==> src/rtl/bus_arbiter4_pkg.sv <==
// bus_arbiter4_pkg: shared sizes and FSM encoding for the four-requester round-robin arbiter.
package bus_arbiter4_pkg;
    localparam int NUM_REQ   = 4;
    localparam int SEL_W     = 2;
    localparam int DEF_WIDTH = 16;
    typedef enum logic {IDLE = 1'b0, OWN = 1'b1} state_t;
endpackage

==> src/rtl/bus_arbiter4_rr_pick4.sv <==
// rr_pick4: combinational round-robin picker; first set req bit at or after start, wrapping 3->0.
module rr_pick4 (
    input  logic [3:0] req,
    input  logic [1:0] start,
    output logic       found,
    output logic [1:0] idx
);
    logic [3:0] rot;
    assign rot   = 4'({req, req} >> start);
    assign found = |req;
    always_comb begin
        idx = start;
        for (int k = 3; k >= 0; k--) if (rot[k]) idx = start + 2'(k);
    end
endmodule

==> src/rtl/bus_arbiter4.sv <==
// bus_arbiter4: round-robin grant of a shared WIDTH-bit path among four requesters.
// ARB_BURST_LIMIT_EN adds a MAX_BURST cap on consecutive grant cycles when others are waiting.
module bus_arbiter4 import bus_arbiter4_pkg::*; #(
    parameter int WIDTH = DEF_WIDTH
`ifdef ARB_BURST_LIMIT_EN
    , parameter int MAX_BURST = 4
`endif
) (
    input  logic               clk,
    input  logic               rst,
    input  logic [NUM_REQ-1:0] req,
    input  logic [WIDTH-1:0]   in0_data,
    input  logic [WIDTH-1:0]   in1_data,
    input  logic [WIDTH-1:0]   in2_data,
    input  logic [WIDTH-1:0]   in3_data,
    output logic [NUM_REQ-1:0] gnt,
    output logic [SEL_W-1:0]   sel,
    output logic               out_valid,
    output logic [WIDTH-1:0]   out_data
);
    state_t           state;
    logic [SEL_W-1:0] last, idx;
    logic             found, limit, take;

    // The current owner is masked out so a drop or forced release hands over to someone else.
    rr_pick4 u_pick (.req(req & ~gnt), .start(last + 2'd1), .found(found), .idx(idx));

    assign out_valid = (|gnt) & req[sel];
    assign out_data  = !out_valid ? '0 :
                       sel == 2'd0 ? in0_data :
                       sel == 2'd1 ? in1_data :
                       sel == 2'd2 ? in2_data : in3_data;
    assign take = state == IDLE || !out_valid || limit;

`ifdef ARB_BURST_LIMIT_EN
    logic [3:0] cnt;
    assign limit = cnt == 4'(MAX_BURST - 1);
    always_ff @(posedge clk) begin
        if (rst) cnt <= '0;
        else     cnt <= (out_valid && !limit) ? cnt + 4'd1 : '0;
    end
`else
    assign limit = 1'b0;
`endif

    always_ff @(posedge clk) begin
        if (rst) begin
            state <= IDLE;
            gnt   <= '0;
            sel   <= '0;
            last  <= 2'd3;
        end else if (take) begin
            if (found) begin
                state <= OWN;
                gnt   <= 4'b0001 << idx;
                sel   <= idx;
                last  <= idx;
            end else if (!out_valid) begin
                state <= IDLE;
                gnt   <= '0;
            end
        end
    end
endmodule

==> config.mk <==
export PLATFORM = sky130hd
export DESIGN_NAME = bus_arbiter4
export DESIGN_NICKNAME = d
export VERILOG_FILES = /design/src/rtl/bus_arbiter4_pkg.sv /design/src/rtl/bus_arbiter4_rr_pick4.sv /design/src/rtl/bus_arbiter4.sv
export SDC_FILE = /design/constraint.sdc
export NUM_CORES = 1
export LEC_CHECK = 0
export ABC_CLOCK_PERIOD_IN_PS = 2200
export BUFFER_PORTS_ARGS = -buffer_cell sky130_fd_sc_hd__buf_2
export CAP_MARGIN = 20
export CORE_UTILIZATION = 38
export DETAILED_ROUTE_END_ITERATION = 16
export GPL_TIMING_DRIVEN = 0
export HOLD_SLACK_MARGIN = 0.12
export PLACE_DENSITY = 0.8
export SYNTH_ARGS = -nofsm -noshare
export SYNTH_HDL_FRONTEND = slang
export SYNTH_HIERARCHICAL = 1
export SYNTH_SLANG_ARGS = --single-unit
==> constraint.sdc <==
create_clock -name clk -period 2.2 [get_ports clk]
set_input_delay 0.11 -clock clk [delete_from_list [all_inputs] [get_ports clk]]
set_output_delay 0.11 -clock clk [all_outputs]
set_load 0.01 [all_outputs]
==> flow_metrics.env, run 1 <==
export IMPL_status="finished, final reports clean"
export IMPL_track_usage_pct=22.86
export IMPL_cts_tree="done"
export IMPL_vias=1298
export IMPL_num_io_pins=93
export IMPL_rsz0062_at_grt="no"
export IMPL_fin_cells=231
export IMPL_finalSetupViolations=0
export IMPL_numCtsBuffers=3
export IMPL_vdd_ir_drop_max_mv=0.7161
export IMPL_cp_required_ns=2.09
export IMPL_routabilityCongestion=0.8139
export IMPL_grt_pass1_wl_um=5664
export IMPL_synth_edf_count=0
export IMPL_maxCapViolCount=0
export IMPL_num_fill_cells=255
export IMPL_setup_ws_ns=0.1667
export IMPL_tns_ns=0
export IMPL_insertion_delay_ns=0.25
export IMPL_yosysWarnings=6
export IMPL_synthArstFlopShare_pct=0
export IMPL_drive_above_1_share_pct=58.50
export IMPL_fmax_mhz=491.8
export IMPL_tightest_slew_ns=0.3416
export IMPL_syn_to_final_growth_pct=48.56
export IMPL_path_cells="buf_6 > mux4_2 > clkbuf_1 > and3_1 > buf_2"
export IMPL_initial_core_util_pct=39.86
export IMPL_powerDensity_mw_per_mm2=1280
export IMPL_dr_pass1_iters=4
export IMPL_layout_min_cycle_time_ns=2.033
export IMPL_synth_top_flop_cell="dfxtp_1"
export IMPL_critPathLaunchType="register"
export IMPL_htreeDepth=1
export IMPL_post_dp_cell_area_mm2=0.001589
export IMPL_fin_util_pct=59.22
export IMPL_critPathMaxFanout=10
export IMPL_synthTopCellsByArea="mux4_2 27%, dfxtp_1 17%, mux4_1 9.6%, and3_1 9.2%, nor2b_1 4.0%"
export IMPL_drt_iter0_markers=59
export IMPL_dp_cells=227
export IMPL_slew_viol_final=0
export IMPL_whs_ns=0.1746
export IMPL_relSlewSlack_pct=76.64
export IMPL_die_height_um=55.55
export IMPL_routed_wirelength_um=3418
export IMPL_cts_sinks=9
export IMPL_syn_area_per_cell_um2=10.48
export IMPL_yosys_register_bits=9
export IMPL_design_area_mm2=0.001619
export IMPL_p_total_mw=2.073
export IMPL_fin_worst_skew_ns=0.002259
export IMPL_yosysTopAreaCell="mux4_2"
export IMPL_place_ws_ns=0.2826
export IMPL_syn_nets=174
export IMPL_core_area_mm2=0.002734
export IMPL_hpwl_um=2867
export IMPL_ys_seq_area_share_pct=16.53
export IMPL_hold_path_class="in -> reg"
export IMPL_vias_per_cell=5.619
export IMPL_io_buffers=92
export IMPL_multiInputGateArea_um2=842.1
export IMPL_synthDistinctLibCells=29
export IMPL_n_antenna_cell=0
export IMPL_drc_errors=0
export IMPL_seq_area_um2=180.2
export IMPL_grt_ovfl_total=0
export IMPL_finalCritPeriodShare_pct=92.42
export IMPL_detail_route_antenna_nets=0
export IMPL_num_rows=19
export IMPL_root_buffer="clkbuf_4"
export IMPL_finalHoldViolCount=0
export IMPL_power_leakage_nw=0.8726
export IMPL_clkTransAtPathRegs_ns=0.06
export IMPL_cts_max_path_buffers=2
export IMPL_crit_type="reg -> out"
export IMPL_syn_area_mm2=0.001090
export IMPL_slowest_stage="mux4_2"
export IMPL_grt_max_degree=11
export IMPL_grt_pass1_vias=1311
export IMPL_grt_antenna_before_repair=0
export IMPL_dieArea_mm2=0.003086
export IMPL_crit_arrival_ns=1.92
export IMPL_cp_end_kind="output pin"
export IMPL_cts_setup_buffers=0
export IMPL_die_width_um=55.55
export IMPL_max_stage_delay_ns=0.60
export IMPL_nets=271
export IMPL_syn_inst=104
export IMPL_yosys_area_top_type_share_pct=26.87
export IMPL_drt_wirelength_per_cell_um=14.80
==> where the power goes <==
group	switching, mW	internal [mW]
Clock	0.0524	0.0695
Combinational	0.850	0.796
Sequential	0.0665	0.238
==> cell families after synthesis <==
logic type | count (synthesis) | synth area share [%]
AND/OR/NAND/NOR | 43 | 24.80
multiplexers | 19 | 38.35
AO/OA/AOI/OAI | 17 | 13.32
buffers and inverters | 15 | 6.199
flip-flops | 9 | 16.53
XOR/XNOR | 1 | 0.8038
==> layout by cell type, fill, tap and decap left out <==
| cell type | n |
|---|---|
| nor2b_1 | 7 |
| a211oi_1 | 2 |
| inv_1 | 6 |
| o41ai_2 | 2 |
| clkbuf_2 | 1 |
| buf_2 | 94 |
| o31ai_1 | 1 |
| mux4_1 | 4 |
| nor2_1 | 3 |
| and3_1 | 16 |
| nor3_1 | 1 |
| nand2b_1 | 6 |
| a211o_1 | 2 |
| clkbuf_1 | 5 |
| a2111oi_0 | 1 |
| mux2i_1 | 2 |
| nand4b_1 | 4 |
| o21ai_0 | 3 |
| mux4_2 | 13 |
| a21o_1 | 1 |
| a2bb2oi_1 | 1 |
| clkbuf_4 | 4 |
| dfxtp_1 | 9 |
| o221a_2 | 1 |
| or4_1 | 2 |
| a21oi_1 | 2 |
| nand2_1 | 3 |
| xor2_1 | 1 |
| o41a_1 | 1 |
| and3_4 | 1 |
| buf_6 | 1 |
==> layout make-up <==
cell class / count / area share (%)
Clock buffer: 4 / 1.623
Timing Repair Buffer: 92 / 28.44
Tap cell: 31 / 2.396
Inverter: 6 / 1.391
Buffer: 9 / 3.014
Multi-Input combinational cell: 80 / 52.01
Sequential cell: 9 / 11.13
==> sequential cells by signal, summed over array words and instances (netlist names) <==
name / count
gnt: 4
last: 2
sel: 2
state: 1
==> worst max-delay path, delay by kind of cell, from the launching register on <==
family / cells / cell delay, ns
AND/OR/NAND/NOR: 1 / 0.20
flip-flops: 1 / 0.34
multiplexers: 1 / 0.60
buffers and inverters: 3 / 0.53
==> routing by layer <==
metal	global-route usage, %	routed length [um]
met4	7.143	47
met3	3.279	196
met5	0	0
met1	28.16	1411
met2	40.96	1762
==> repair_timing <==
action / CTS / global route
gates resized for setup: 0 / 3
endpoints found under the hold margin: 0 / 0
setup endpoints to repair: 0 / 9
hold buffers: 0 / 0
==> path summary, 6_finish.rpt <==
check,startpoint,end,slack (ns),cells past startpoint
worst max-delay path,sel[0],out_data[10],0.17,5
worst min-delay path,rst,sel[1],0.17,3
worst min register to register,last[1],last[1],0.49,1
worst max register to register,gnt[0],gnt[0],0.28,6
==> Yosys cell counts (2+ instances only) <==
library cell	number
nand4b_1	4
a211oi_1	2
buf_2	3
nor2b_1	7
nand2_1	3
nand2b_1	6
mux4_1	4
mux2i_1	2
a211o_1	2
clkbuf_1	5
o21ai_0	3
o41ai_2	2
dfxtp_1	9
or4_1	2
mux4_2	13
and3_1	16
nor2_1	3
a21oi_1	2
inv_1	6
No activity file was read; power rests on OpenSTA's default activity.
==> inputs of run 2 (changes only) <==
Settings changed: PLACE_DENSITY 0.8 to unset, PLACE_DENSITY_LB_ADDON set to 0.12.
==> run 2 against run 1 <==
Worst setup slack lost 0.024 ns. Critical endpoint is now out_data[2]. Sequential share of layout area is essentially flat. Clock-buffer cell count is the same. Largest power group unchanged. Sequential power grew 1%.
==> flow_metrics.env, run 2 (synthesis gave the netlist of run 1 again) <==
export IMPL_relSlewSlack_pct=73.44
export IMPL_htreeDepth=1
export IMPL_hpwl_um=2670
export IMPL_vias=1290
export IMPL_max_stage_delay_ns=0.54
export IMPL_num_io_pins=93
export IMPL_p_int_mw=1.099
export IMPL_finalHoldViolCount=0
export IMPL_grt_pass1_wl_um=5471
export IMPL_vdd_ir_drop_max_mv=0.8024
export IMPL_switching_power_uw=982.0
export IMPL_hold_start="rst"
export IMPL_crit_arrival_ns=1.95
export IMPL_reg_largest_list="gnt: 4 flops, last: 2 flops, sel: 2 flops"
export IMPL_cts_repair_resize_count=0
export IMPL_drc_errors=0
export IMPL_routed_wirelength_um=3260
export IMPL_final_cell_mix="95 x buf_2, 16 x and3_1, 13 x mux4_2"
export IMPL_reg2reg_from="gnt[0]"
export IMPL_routabilityCongestion=0.8556
export IMPL_drive_above_1_share_pct=58.50
export IMPL_drt_wirelength_per_cell_um=14.11
export IMPL_cp_required_ns=2.09
export IMPL_die_width_um=55.55
export IMPL_grt_use_met3_pct=3.044
export IMPL_clkTransAtPathRegs_ns=0.06
export IMPL_critPathLaunchType="register"
export IMPL_top_usage_layer="met2"
export IMPL_status="finished, final reports clean"
export IMPL_cp_end_kind="output pin"
export IMPL_num_fill_cells=246
export IMPL_largest_register="gnt"
export IMPL_layout_min_cycle_time_ns=2.057
export IMPL_fin_worst_skew_ns=0.004475
export IMPL_dieArea_mm2=0.003086
export IMPL_crit_type="reg -> out"
export IMPL_seq_power_share_pct=14.8
export IMPL_cts_hold_buf=0
export IMPL_die_height_um=55.55
export IMPL_finalCritPeriodShare_pct=93.51
export IMPL_vias_per_cell=5.584
export IMPL_largest_reg_flops=4
export IMPL_fmax_mhz=486.1
export IMPL_rsz0062_at_grt="no"
export IMPL_detail_route_antenna_nets=0
export IMPL_crit_path_frequent_cell="buf_2"
export IMPL_initial_core_util_pct=39.86
export IMPL_maxCapViolCount=0
export IMPL_insertion_delay_ns=0.27
export IMPL_dr_pass1_iters=4
export IMPL_slew_viol_final=0
export IMPL_tightest_slew_ns=0.3984
export IMPL_reg2reg_to="gnt[0]"
export IMPL_power_leakage_nw=0.8729
export IMPL_num_rows=19
export IMPL_multiInputGateArea_um2=842.1
export IMPL_syn_to_final_growth_pct=48.34
export IMPL_p_comb_share_pct=78.9
export IMPL_n_antenna_cell=0
export IMPL_nets=271
export IMPL_ff2ff_setup_slack_ns=0.25
export IMPL_numCtsBuffers=3
export IMPL_track_usage_pct=21.98
export IMPL_slowest_stage="mux4_2"
export IMPL_worst_r2r_path_depth=6
export IMPL_path_cells="buf_6 > buf_2 > mux4_2 > and3_1 > buf_2"
export IMPL_startpoint="sel[0]"
export IMPL_cts_setup_buffers=0
export IMPL_root_buffer="clkbuf_4"
export IMPL_io_buffers=92
export IMPL_grt_max_degree=11
export IMPL_swShare_pct=47.18
export IMPL_critPathMaxFanout=10
export IMPL_grt_antenna_before_repair=0
export IMPL_p_clk_share_pct=6.3
export IMPL_seq_area_um2=180.2
export IMPL_grt_use_met2_pct=43.03
export IMPL_grt_pass1_vias=1288
export IMPL_cts_sinks=9
export IMPL_cts_max_path_buffers=2
export IMPL_p_total_mw=2.081
export IMPL_endpoint="out_data[2]"
export IMPL_finalSetupViolations=0
export IMPL_hold_path_class="in -> reg"
export IMPL_cts_tree="done"
export IMPL_core_area_mm2=0.002734
export IMPL_grt_ovfl_total=0
export IMPL_powerDensity_mw_per_mm2=1288
export IMPL_layout_commonest_cell="buf_2"
export IMPL_met1_usage_pct=23.41
export IMPL_tns_ns=0
export IMPL_drt_iter0_markers=59
==> run 2: per-layer routing <==
| layer | vias to the layer above | routed length [um] | part of all wire (%) |
|---|---|---|---|
| met5 | - | 0 | 0 |
| met4 | 0 | 38 | 1.2 |
| met3 | 5 | 245 | 7.5 |
| met2 | 72 | 1717 | 53 |
| met1 | 596 | 1258 | 39 |
| li1 | 617 | - | - |
==> run 2: worst min path at each step <==
stage	endpoint	cells past startpoint
floorplan	gnt[0]	2
global placement	sel[1]	3
detailed placement	sel[1]	3
CTS	sel[1]	3
global route	sel[1]	3
finish	sel[1]	3
==> run 2: metrics by stage <==
stage               util, %  hold WS, ns  worst slack [ns]  cell area (um^2)  instances
finish                59.13       0.1541            0.1428              1617        231
global route          59.13       0.1701           0.02730              1617        231
CTS                   59.08       0.1504           0.05816              1615        231
detailed placement    58.12       0.4265            0.3335              1589        227
global placement      58.12       0.4202            0.3566              1589        227
floorplan                 -       0.2885            0.4748              1090        104
==> run 2: power groups by stage <==
stage / clock (mW) / sequential (mW) / combinational [mW]
final: 0.131 / 0.308 / 1.64
after global routing: 0.141 / 0.321 / 1.80
after CTS: 0.135 / 0.307 / 1.64
after detailed placement: 0 / 0.311 / 1.64
after global placement: 0 / 0.306 / 1.61
after floorplan: 0 / 0.320 / 1.14
==> run 2: cell type report <==
type,instances,share of cell area [%]
Buffer,9,2.864
Clock buffer,4,1.625
Inverter,6,1.393
Multi-Input combinational cell,80,52.09
Sequential cell,9,11.15
Tap cell,31,2.399
Timing Repair Buffer,92,28.48
==> run 2: critical path: cells and delay by family (launching register included) <==
kind,cells,cell delay [ns]
buf+inv,3,0.62
mux,1,0.54
flops,1,0.33
simple gates,1,0.20
